$ cat src/rtl/mfm_pkg.sv
// Shared MFM definitions: encoder state, sync/gap constants and the
// byte-to-cell encoding function used by the serializer.
package mfm_pkg;

  typedef enum logic [0:0] {
    ST_IDLE = 1'b0,
    ST_RUN  = 1'b1
  } mfm_state_e;

  // A1 with the clock cell of bit 2 removed.
  localparam logic [15:0] MFM_SYNC_A1   = 16'h4489;
  localparam logic [7:0]  MFM_SYNC_BYTE = 8'hA1;
  localparam logic [7:0]  MFM_GAP_BYTE  = 8'h4E;
  localparam logic [7:0]  MFM_ZERO_BYTE = 8'h00;

  // Encode one byte, MSB first, into 16 cells {clock, data} per bit.
  // A clock cell is written only between two zero data bits.
  function automatic logic [15:0] mfm_encode(input logic [7:0] data, input logic prev);
    logic [15:0] cells;
    logic        p;
    cells = 16'h0000;
    p     = prev;
    for (int i = 7; i >= 0; i--) begin
      cells = {cells[13:0], (~p & ~data[i]), data[i]};
      p     = data[i];
    end
    return cells;
  endfunction

endpackage

$ cat src/rtl/mfm_encoder_if.sv
// Byte handshake between the track buffer (master) and the MFM encoder (slave).
interface mfm_encoder_if;

  logic [7:0] byte_in;
  logic       byte_mark;
  logic       byte_valid;
  logic       byte_ready;

  modport master (
    output byte_in,
    output byte_mark,
    output byte_valid,
    input  byte_ready
  );

  modport slave (
    input  byte_in,
    input  byte_mark,
    input  byte_valid,
    output byte_ready
  );

endinterface

$ cat src/rtl/index_sync.sv
// Two-flop synchronizer for an active-low asynchronous strobe plus a
// registered one-cycle pulse on its synchronized falling edge. The pulse
// appears three clocks after the input falls. Shared with the data output stage.
module index_sync (
  input  logic clk,
  input  logic rst,
  input  logic async_l,
  output logic fall_pulse
);

  logic meta_r;
  logic sync_r;
  logic sync_d_r;
  logic pulse_r;

  // Synchronize the strobe (idle high) and register its falling edge.
  always_ff @(posedge clk or posedge rst) begin
    if (rst) begin
      meta_r   <= 1'b1;
      sync_r   <= 1'b1;
      sync_d_r <= 1'b1;
      pulse_r  <= 1'b0;
    end else begin
      meta_r   <= async_l;
      sync_r   <= meta_r;
      sync_d_r <= sync_r;
      pulse_r  <= sync_d_r & ~sync_r;
    end
  end

  assign fall_pulse = pulse_r;

endmodule

$ cat src/rtl/mfm_encoder.sv
// MFM serializer: takes track bytes over a valid/ready handshake and emits
// back-to-back MFM cells, each held BIT_CLKS cycles. A1 with byte_mark
// becomes the 4489 sync pattern; an empty byte slot is filled and flagged.
// Build option MFM_ENC_GAP_FILL_EN: fill with the 4E gap byte instead of 00.
module mfm_encoder
  import mfm_pkg::*;
#(
  parameter int BIT_CLKS = 1
) (
  input  logic         clk5,
  input  logic         reset,
  input  logic         index_l,
  mfm_encoder_if.slave byte_if,
  output logic         mfm_out,
  output logic         cell_strobe,
  output logic         track_start,
  output logic         underrun
);

  localparam int             CW        = (BIT_CLKS > 1) ? $clog2(BIT_CLKS) : 1;
  localparam logic [CW-1:0]  CLK_LAST  = CW'(BIT_CLKS - 1);
  localparam logic [CW-1:0]  CLK_ZERO  = CW'(0);
  localparam logic [CW-1:0]  CLK_ONE   = CW'(1);
  localparam logic [3:0]     CELL_LAST = 4'd15;
  localparam logic [0:0]     S_IDLE    = ST_IDLE;
  localparam logic [0:0]     S_RUN     = ST_RUN;
`ifdef MFM_ENC_GAP_FILL_EN
  localparam logic [7:0]     FILL_BYTE = MFM_GAP_BYTE;
`else
  localparam logic [7:0]     FILL_BYTE = MFM_ZERO_BYTE;
`endif

  logic [0:0]    state_r,    state_nx;
  logic [3:0]    cell_cnt_r, cell_cnt_nx;
  logic [CW-1:0] clk_cnt_r,  clk_cnt_nx;
  logic [15:0]   shreg_r,    shreg_nx;
  logic          prev_r,     prev_nx;
  logic          mfm_r,      mfm_nx;
  logic          strobe_r,   strobe_nx;
  logic          ready_r,    ready_nx;
  logic          underrun_r;

  logic          handshake_s;
  logic          is_mark_s;
  logic [15:0]   load_cells_s;
  logic          load_prev_s;
  logic          set_underrun_s;
  logic          track_start_s;

  index_sync u_index_sync (
    .clk        (clk5),
    .rst        (reset),
    .async_l    (index_l),
    .fall_pulse (track_start_s)
  );

  // Pick what loads at the next byte slot: a handshaked byte, a sync mark, or fill.
  always_comb begin
    handshake_s  = byte_if.byte_valid & ready_r;
    is_mark_s    = byte_if.byte_mark & (byte_if.byte_in == MFM_SYNC_BYTE);
    load_cells_s = 16'h0000;
    load_prev_s  = 1'b0;
    if (handshake_s) begin
      if (is_mark_s) begin
        load_cells_s = MFM_SYNC_A1;
        load_prev_s  = 1'b1;
      end else begin
        load_cells_s = mfm_encode(byte_if.byte_in, prev_r);
        load_prev_s  = byte_if.byte_in[0];
      end
    end else begin
      load_cells_s = mfm_encode(FILL_BYTE, prev_r);
      load_prev_s  = FILL_BYTE[0];
    end
  end

  // Next-state logic for the cell/byte counters, shift register and outputs.
  always_comb begin
    state_nx       = state_r;
    cell_cnt_nx    = cell_cnt_r;
    clk_cnt_nx     = clk_cnt_r;
    shreg_nx       = shreg_r;
    prev_nx        = prev_r;
    mfm_nx         = mfm_r;
    strobe_nx      = 1'b0;
    set_underrun_s = 1'b0;
    case (state_r)
      S_IDLE: begin
        if (handshake_s) begin
          state_nx    = S_RUN;
          mfm_nx      = load_cells_s[15];
          shreg_nx    = {load_cells_s[14:0], 1'b0};
          prev_nx     = load_prev_s;
          cell_cnt_nx = 4'd0;
          clk_cnt_nx  = CLK_ZERO;
          strobe_nx   = 1'b1;
        end else begin
          mfm_nx      = 1'b0;
        end
      end
      S_RUN: begin
        if (clk_cnt_r == CLK_LAST) begin
          clk_cnt_nx = CLK_ZERO;
          strobe_nx  = 1'b1;
          if (cell_cnt_r == CELL_LAST) begin
            // Byte boundary: the next byte (or fill) starts without a gap.
            mfm_nx         = load_cells_s[15];
            shreg_nx       = {load_cells_s[14:0], 1'b0};
            prev_nx        = load_prev_s;
            cell_cnt_nx    = 4'd0;
            set_underrun_s = ~handshake_s;
          end else begin
            mfm_nx      = shreg_r[15];
            shreg_nx    = {shreg_r[14:0], 1'b0};
            cell_cnt_nx = cell_cnt_r + 4'd1;
          end
        end else begin
          clk_cnt_nx = clk_cnt_r + CLK_ONE;
        end
      end
      default: begin
        state_nx = S_IDLE;
        mfm_nx   = 1'b0;
      end
    endcase
    // Ready is registered, so it is predicted for the cycle being entered.
    ready_nx = (state_nx == S_IDLE) |
               ((cell_cnt_nx == CELL_LAST) & (clk_cnt_nx == CLK_LAST));
  end

  // Register encoder state and the stream outputs.
  always_ff @(posedge clk5 or posedge reset) begin
    if (reset) begin
      state_r    <= S_IDLE;
      cell_cnt_r <= 4'd0;
      clk_cnt_r  <= CLK_ZERO;
      shreg_r    <= 16'h0000;
      prev_r     <= 1'b0;
      mfm_r      <= 1'b0;
      strobe_r   <= 1'b0;
      ready_r    <= 1'b1;
    end else begin
      state_r    <= state_nx;
      cell_cnt_r <= cell_cnt_nx;
      clk_cnt_r  <= clk_cnt_nx;
      shreg_r    <= shreg_nx;
      prev_r     <= prev_nx;
      mfm_r      <= mfm_nx;
      strobe_r   <= strobe_nx;
      ready_r    <= ready_nx;
    end
  end

  // Sticky underrun flag; a new underrun outranks a same-cycle index clear.
  always_ff @(posedge clk5 or posedge reset) begin
    if (reset) begin
      underrun_r <= 1'b0;
    end else if (set_underrun_s) begin
      underrun_r <= 1'b1;
    end else if (track_start_s) begin
      underrun_r <= 1'b0;
    end else begin
      underrun_r <= underrun_r;
    end
  end

  assign byte_if.byte_ready = ready_r;
  assign mfm_out            = mfm_r;
  assign cell_strobe        = strobe_r;
  assign track_start        = track_start_s;
  assign underrun           = underrun_r;

endmodule
$ cat src/flat_wrapper.sv
// flat-port wrapper written by rule: the top's interface ports become plain ports
module mfm_encoder_flat import mfm_pkg::*;
#(
  parameter int BIT_CLKS = 1
)
  (clk5, reset, index_l, mfm_out, cell_strobe, track_start, underrun, byte_if_byte_in, byte_if_byte_mark, byte_if_byte_valid, byte_if_byte_ready);
  mfm_encoder_if byte_if_i ();
  input  logic clk5;
  input  logic reset;
  input  logic index_l;
  output logic mfm_out;
  output logic cell_strobe;
  output logic track_start;
  output logic underrun;
  input wire logic [$bits(byte_if_i.byte_in)-1:0] byte_if_byte_in;
  input wire logic [$bits(byte_if_i.byte_mark)-1:0] byte_if_byte_mark;
  input wire logic [$bits(byte_if_i.byte_valid)-1:0] byte_if_byte_valid;
  output wire logic [$bits(byte_if_i.byte_ready)-1:0] byte_if_byte_ready;
  assign byte_if_i.byte_in = byte_if_byte_in;
  assign byte_if_i.byte_mark = byte_if_byte_mark;
  assign byte_if_i.byte_valid = byte_if_byte_valid;
  assign byte_if_byte_ready = byte_if_i.byte_ready;
  mfm_encoder #(.BIT_CLKS(BIT_CLKS)) u_core (.clk5(clk5), .reset(reset), .index_l(index_l), .byte_if(byte_if_i), .mfm_out(mfm_out), .cell_strobe(cell_strobe), .track_start(track_start), .underrun(underrun));
endmodule
$ cat config.mk
export PLATFORM = sky130hd
export DESIGN_NAME = mfm_encoder_flat
export DESIGN_NICKNAME = d
export VERILOG_FILES = /design/src/rtl/mfm_pkg.sv /design/src/rtl/mfm_encoder_if.sv /design/src/rtl/index_sync.sv /design/src/rtl/mfm_encoder.sv /design/src/flat_wrapper.sv
export SDC_FILE = /design/constraint.sdc
export NUM_CORES = 1
export LEC_CHECK = 0
export ABC_CLOCK_PERIOD_IN_PS = 3500
export BUFFER_PORTS_ARGS = -buffer_cell sky130_fd_sc_hd__buf_2
export CORE_UTILIZATION = 55
export CTS_CLUSTER_SIZE = 28
export DETAILED_ROUTE_END_ITERATION = 12
export PLACE_DENSITY = 0.85
export SYNTH_ARGS = -nofsm -noshare
export SYNTH_HDL_FRONTEND = slang
export SYNTH_SLANG_ARGS = --single-unit
$ cat constraint.sdc
create_clock -name clk5 -period 3.5 [get_ports clk5]
set_input_delay 0 -clock clk5 [delete_from_list [all_inputs] [get_ports clk5]]
set_output_delay 0 -clock clk5 [all_outputs]
set_load 0.05 [all_outputs]
# == After elaboration in Yosys (flattened, before gate mapping) ==
# Cells that the tools add are included.
# totals
register_bits,31
output_inout_bits,5
# classes
add_sub_neg,2
n_eq_ne,6
muxes,32
bitwise,27
n_reduce_logical,3
# ops
op,n
$mux 16,5
$pmux 16 s2,1
$mux 1,18
$not 1->1,14
$and 1x1->1,12
$mux 4,3
$eq 4x4->1 const B,2
$eq 8x8->1 const B,1
$pmux 1 s2,4
$pmux 4 s2,1
$add 4x1->4 const B,1
$ne 2x2->1 const B,2
$reduce_and 3->1,1
$ne 2x1->1 const B,1
$reduce_and 2->1,1
$reduce_bool 2->1,1
$add 1x1->1 const B,1
$or 1x1->1,1

# == Longest topological paths before layout ==
# logic_depth
ltp_word,7
mapped_depth,6
mapped_depth_nobuf,5

# == Cells and area by module ==
# From an unflattened synthesis, not the netlist that was laid out.
# hier_totals
cells_unflattened,145
hier_area_um2,1442.6
# modules_own_cells
mod,instances,cells_per_inst,area_per_inst_um2
mfm_encoder,1,139,1321.3
index_sync,1,6,121.4

# == Least setup slack after synthesis ==
# No wires, ideal clock.
# synth_path
path_kind,register to register
from,"reg u_core.ready_r, in the netlist u_core.byte_if.byte_ready"
to,reg u_core.shreg_r[10]
arrival_time_ns,1.453
required_time_ns,3.377
path_slack_ns,1.923
stages_incl_launch_ff,7
path_cell_list,dfstp_2 -> and2_1 -> buf_2 -> buf_2 -> o21ai_0 -> mux2i_1 -> o21ai_1
# synth_between
elab_chain_len,5
elab_cells_between_ends,8
# synth_lines
element,line,text
"start, declared",mfm_encoder.sv:40,"logic ready_r, ready_nx;"
"start signal, assigned",mfm_encoder.sv:150,ready_r <= ready_nx;
$and 1x1->1 (*),mfm_encoder.sv:59,handshake_s = byte_if.byte_valid & ready_r;
$mux 16,mfm_encoder.sv:63,if (handshake_s) begin
$mux 16,mfm_encoder.sv:105,if (cell_cnt_r == CELL_LAST) begin
$mux 16,mfm_encoder.sv:102,if (clk_cnt_r == CLK_LAST) begin
$pmux 16 s2,mfm_encoder.sv:87,case (state_r)
"end signal, assigned",mfm_encoder.sv:146,shreg_r <= shreg_nx;
"end, declared",mfm_encoder.sv:36,"logic [15:0] shreg_r, shreg_nx;"
# Every way passes the cells marked *; elsewhere a longest branch is shown, timed or not. The select of a mux whose other input is x is not followed.
# A chain may end at the register's enable or synchronous reset.

# == Worst setup path in the final report ==
# layout_path
from,reg u_core.cell_cnt_r[0]
to,reg u_core.shreg_r[6]
# layout_between
elab_chain_len,4
# layout_lines
element,line,text
"start, declared",mfm_encoder.sv:34,"logic [3:0] cell_cnt_r, cell_cnt_nx;"
"start signal, assigned",mfm_encoder.sv:144,cell_cnt_r <= cell_cnt_nx;
$eq 4x4->1,mfm_encoder.sv:105,
$mux 16,mfm_encoder.sv:105,
$mux 16,mfm_encoder.sv:102,
$pmux 16 s2,mfm_encoder.sv:87,
# No other way between the ends. The select of a mux whose other input is x is not followed.

==> key figures <==
Critical path
  – Worst setup SP type: register
  – CP peak stage delay: 440 ps
  – CP Max Fanout: 13
  – Critical path cell sequence: ha_1, nand3_1, nand2_2, o311a_1, o31ai_1
  – CP delay by family, top: simple AND/OR/NAND/NOR gates
  – Critical path capture point type: register
  – Crit path buf inv count: 0
  – Kind of critical path: reg -> reg
  – Critical Path Slowest Stage Cell: dfrtp_1
  – CP Data Arrival Time: 2300 ps
  – Worst Path Required: 3710 ps

Power
  – Clock share of power: 0.174
  – Cell Pwr Density: 722.5 nW/µm²
  – Net Sw Frac: 0.3957
  – Peak supply drop: 0.0005019 V
  – Register share of total power: 0.467
  – Final Power: 1.236 mW
  – Static leakage: 0.7793 nW
  – NetSw: between 0.4 and 0.5 mW
  – Int Power: 0.7469 mW
  – Comb power frac: 0.359

Timing
  – Final Hold Vio Count: 0
  – Slew HR: 0.2688
  – Final setup vio count: 0
  – Skew final: 6.950 ps
  – RSZ-0062 raised after global routing: false
  – Slew Limit Fails: 0
  – Fmax: 0.4773 GHz
  – Post-route setup TNS: 0 ps
  – Tcrit/Tclk final: 0.5986
  – Least-Margin Pin Slew: 1096 ps
  – Post-route worst setup slack: ~1400 ps
  – Final Critical Period: about 2100 ps

Finish
  – Multi-input gate area: around 650 µm²
  – Fin nets: 186
  – Syn-to-layout area delta: 13.35%
  – Fillers: 198
  – Largest Register: u_core.shreg_r
  – Max reg flops: 15
  – Largest regs: u_core.shreg_r (15), u_core.cell_cnt_r (4)
  – Register area: 755.7 µm²
  – Fraction of layout cells with a size suffix above 1: 0.2312
  – N_diodes: 0

Placed design
  – Gpl congestion: 0.8008
  – PortBufs: 17
  – Post-DP HPWL: 2016 µm
  – Place WS: 1473 ps

Floorplan
  – CORE AREA: 2545 µm²
  – Ports: 18
  – Die width: 54.38 µm
  – Die ar.: 2957 µm²
  – Row Count: 18
  – Starting Density: 0.5929
  – DIE HEIGHT: 54.38 µm

Global routing
  – Number of global-route vias before repair: 1,136
  – Initial antenna violation count: 0
  – Largest net degree at the start of global routing: 31
  – GRT Util Overall: 0.2381
  – First-pass GRT wire length: 4781 µm
  – Gr ovfl total: 0

Synthesis
  – EDFF count, synth: 0
  – Gate Count Post-Synth: 148
  – Post-Syn Nets: 162
  – Seq cells post-synth: 30
  – Post-synth top flop: dfrtp_1
  – Mapped Avg Cell Area: 10.20 µm²
  – Asr flop ratio synth: 1.000
  – Sequential fraction of the synthesis area: 0.5008
  – Synth unique cells: 44
  – Post-Syn Area: roughly 1500 µm²
  – YS warnings: 0

CTS
  – Worst-Skew Late Latency: 330 ps
  – Clock buffer depth: 2
  – CTS root buf: clkbuf_4
  – CTS tree: done
  – Inserted Clock Buffers: 5
  – Worst-path clk slew: 90 ps
  – Sink Count: 30
  – Cts repair resizes: 0
  – CTS HTree Levels: 2

Min path
  – Worst hold path type: in -> reg

Detailed routing
  – Avg WL per Cell: between 10 and 15 µm
  – DRC marker count from the first detailed-route iteration: 54
  – Post-DRT Antenna Nets: 0
  – Drt pass-1 iters: 4
  – DRT Wirelength: 3036 µm
  – Routed via count: 1,249
  – Via density: just over 6
  – DRC Markers: 0

Flow run
  – Max cap viols: 0

Status
  – Outcome: complete, no violations
## worst register-to-register path, stage by stage, from the launching register on
cell and delay, ps:
dfrtp_1 440, ha_1 280, nand3_1 390, nand2_2 320
o311a_1 250, o31ai_1 310
## per-stage QoR
step	hold WS [ps]	util	instances	cell area [µm²]
2_1_floorplan	4.478	-	148	1509
3_3_place_gp	106.4	0.6131	186	1560
3_5_place_dp	107.3	0.6131	186	1560
4_1_cts	8.112	0.6721	203	1710
5_1_grt	52.20	0.6721	203	1710
6_report	18.07	0.6721	203	1710
## Yosys cell counts, types with 2 or more instances
cell     number  area share
dfstp_2       4       0.070
a31oi_1       7       0.029
nand2_1      18       0.045
dfrtp_1      26        0.43
buf_2         5       0.017
nor2_2        3       0.012
and2_1        3       0.012
o21ai_0      10       0.033
o22ai_1       2      0.0083
buf_4         2      0.0099
nand3_1      15       0.050
inv_1         6       0.015
nor2_1        5       0.012
o21ai_1       3      0.0099
a21oi_1       6       0.020
mux2i_1       5       0.033
## cell families (layout without fill, tap and decap cells)
family / after synthesis / count (layout) / share of synthesized area
muxes: 6 / 6 / 0.04063
AOI/OAI and AO/OA: 39 / 39 / 0.1791
buffers and inverters: 16 / 41 / 0.06799
DFF: 30 / 30 / 0.5008
adders and majority gates: 1 / 1 / 0.008291
and+or+nand+nor: 56 / 56 / 0.2032
## placed cells by master (no fill, tap or decap), drive strengths merged, types with 2 or more instances in the layout
cell type and instances:
a21o 2, a21oi 7, a31oi 7, and2 3, buf 17, clkbuf 7
clkinv 2, dfrtp 26, dfstp 4, dlygate4sd3 9, inv 6, mux2i 5
nand2 19, nand2b 2, nand3 15, nand4b 2, nor2 8, o21ai 13
o22ai 2
## metal layers
layer / vias up / wire (µm) / global-route usage
met4: 0 / 51 / 0.1282
met5: - / 0 / 0
met1: 608 / 1276 / 0.2910
met3: 9 / 166 / 0.06111
li1: 584 / - / -
met2: 48 / 1541 / 0.3821
## final timing paths
kind	end	startpoint	slack (ps)	cells past startpoint
setup / recovery	u_core.shreg_r[6]$_DFFE_PP0P_	u_core.cell_cnt_r[0]$_DFF_PP0_	1410	5
hold / removal	u_core.shreg_r[15]$_DFFE_PP0P_	byte_if_byte_in[7]	20	3
setup reg to reg	u_core.shreg_r[6]$_DFFE_PP0P_	u_core.cell_cnt_r[0]$_DFF_PP0_	1410	5
hold reg to reg	u_core.u_index_sync.sync_r$_DFF_PP1_	u_core.u_index_sync.meta_r$_DFF_PP1_	360	0
max in group asynchronous	u_core.shreg_r[4]$_DFFE_PP0P_	reset	2340	3
min in group asynchronous	u_core.state_r$_DFF_PP0_	reset	500	3
## layout make-up
cell class | instances | area share
inverters | 7 | 0.01829
repair buffers | 26 | 0.1024
multi-input cells | 102 | 0.3804
flip-flops and latches | 30 | 0.4418
well taps | 30 | 0.02195
clock inverters | 1 | 0.002926
clock buffers | 7 | 0.03219
## power groups by stage
stage | clock, mW | sequential (mW) | combinational [mW]
2_1_floorplan | 0 | 0.611 | 0.326
3_3_place_gp | 0 | 0.575 | 0.418
3_5_place_dp | 0 | 0.582 | 0.439
4_1_cts | 0.218 | 0.576 | 0.449
5_1_grt | 0.231 | 0.592 | 0.495
6_report | 0.215 | 0.577 | 0.444
## timing repair
item,in CTS,in global routing
buffers inserted,0,0
hold endpoints to repair,34,0
hold buffers,9,0
Power figures use the tool's default switching activity.
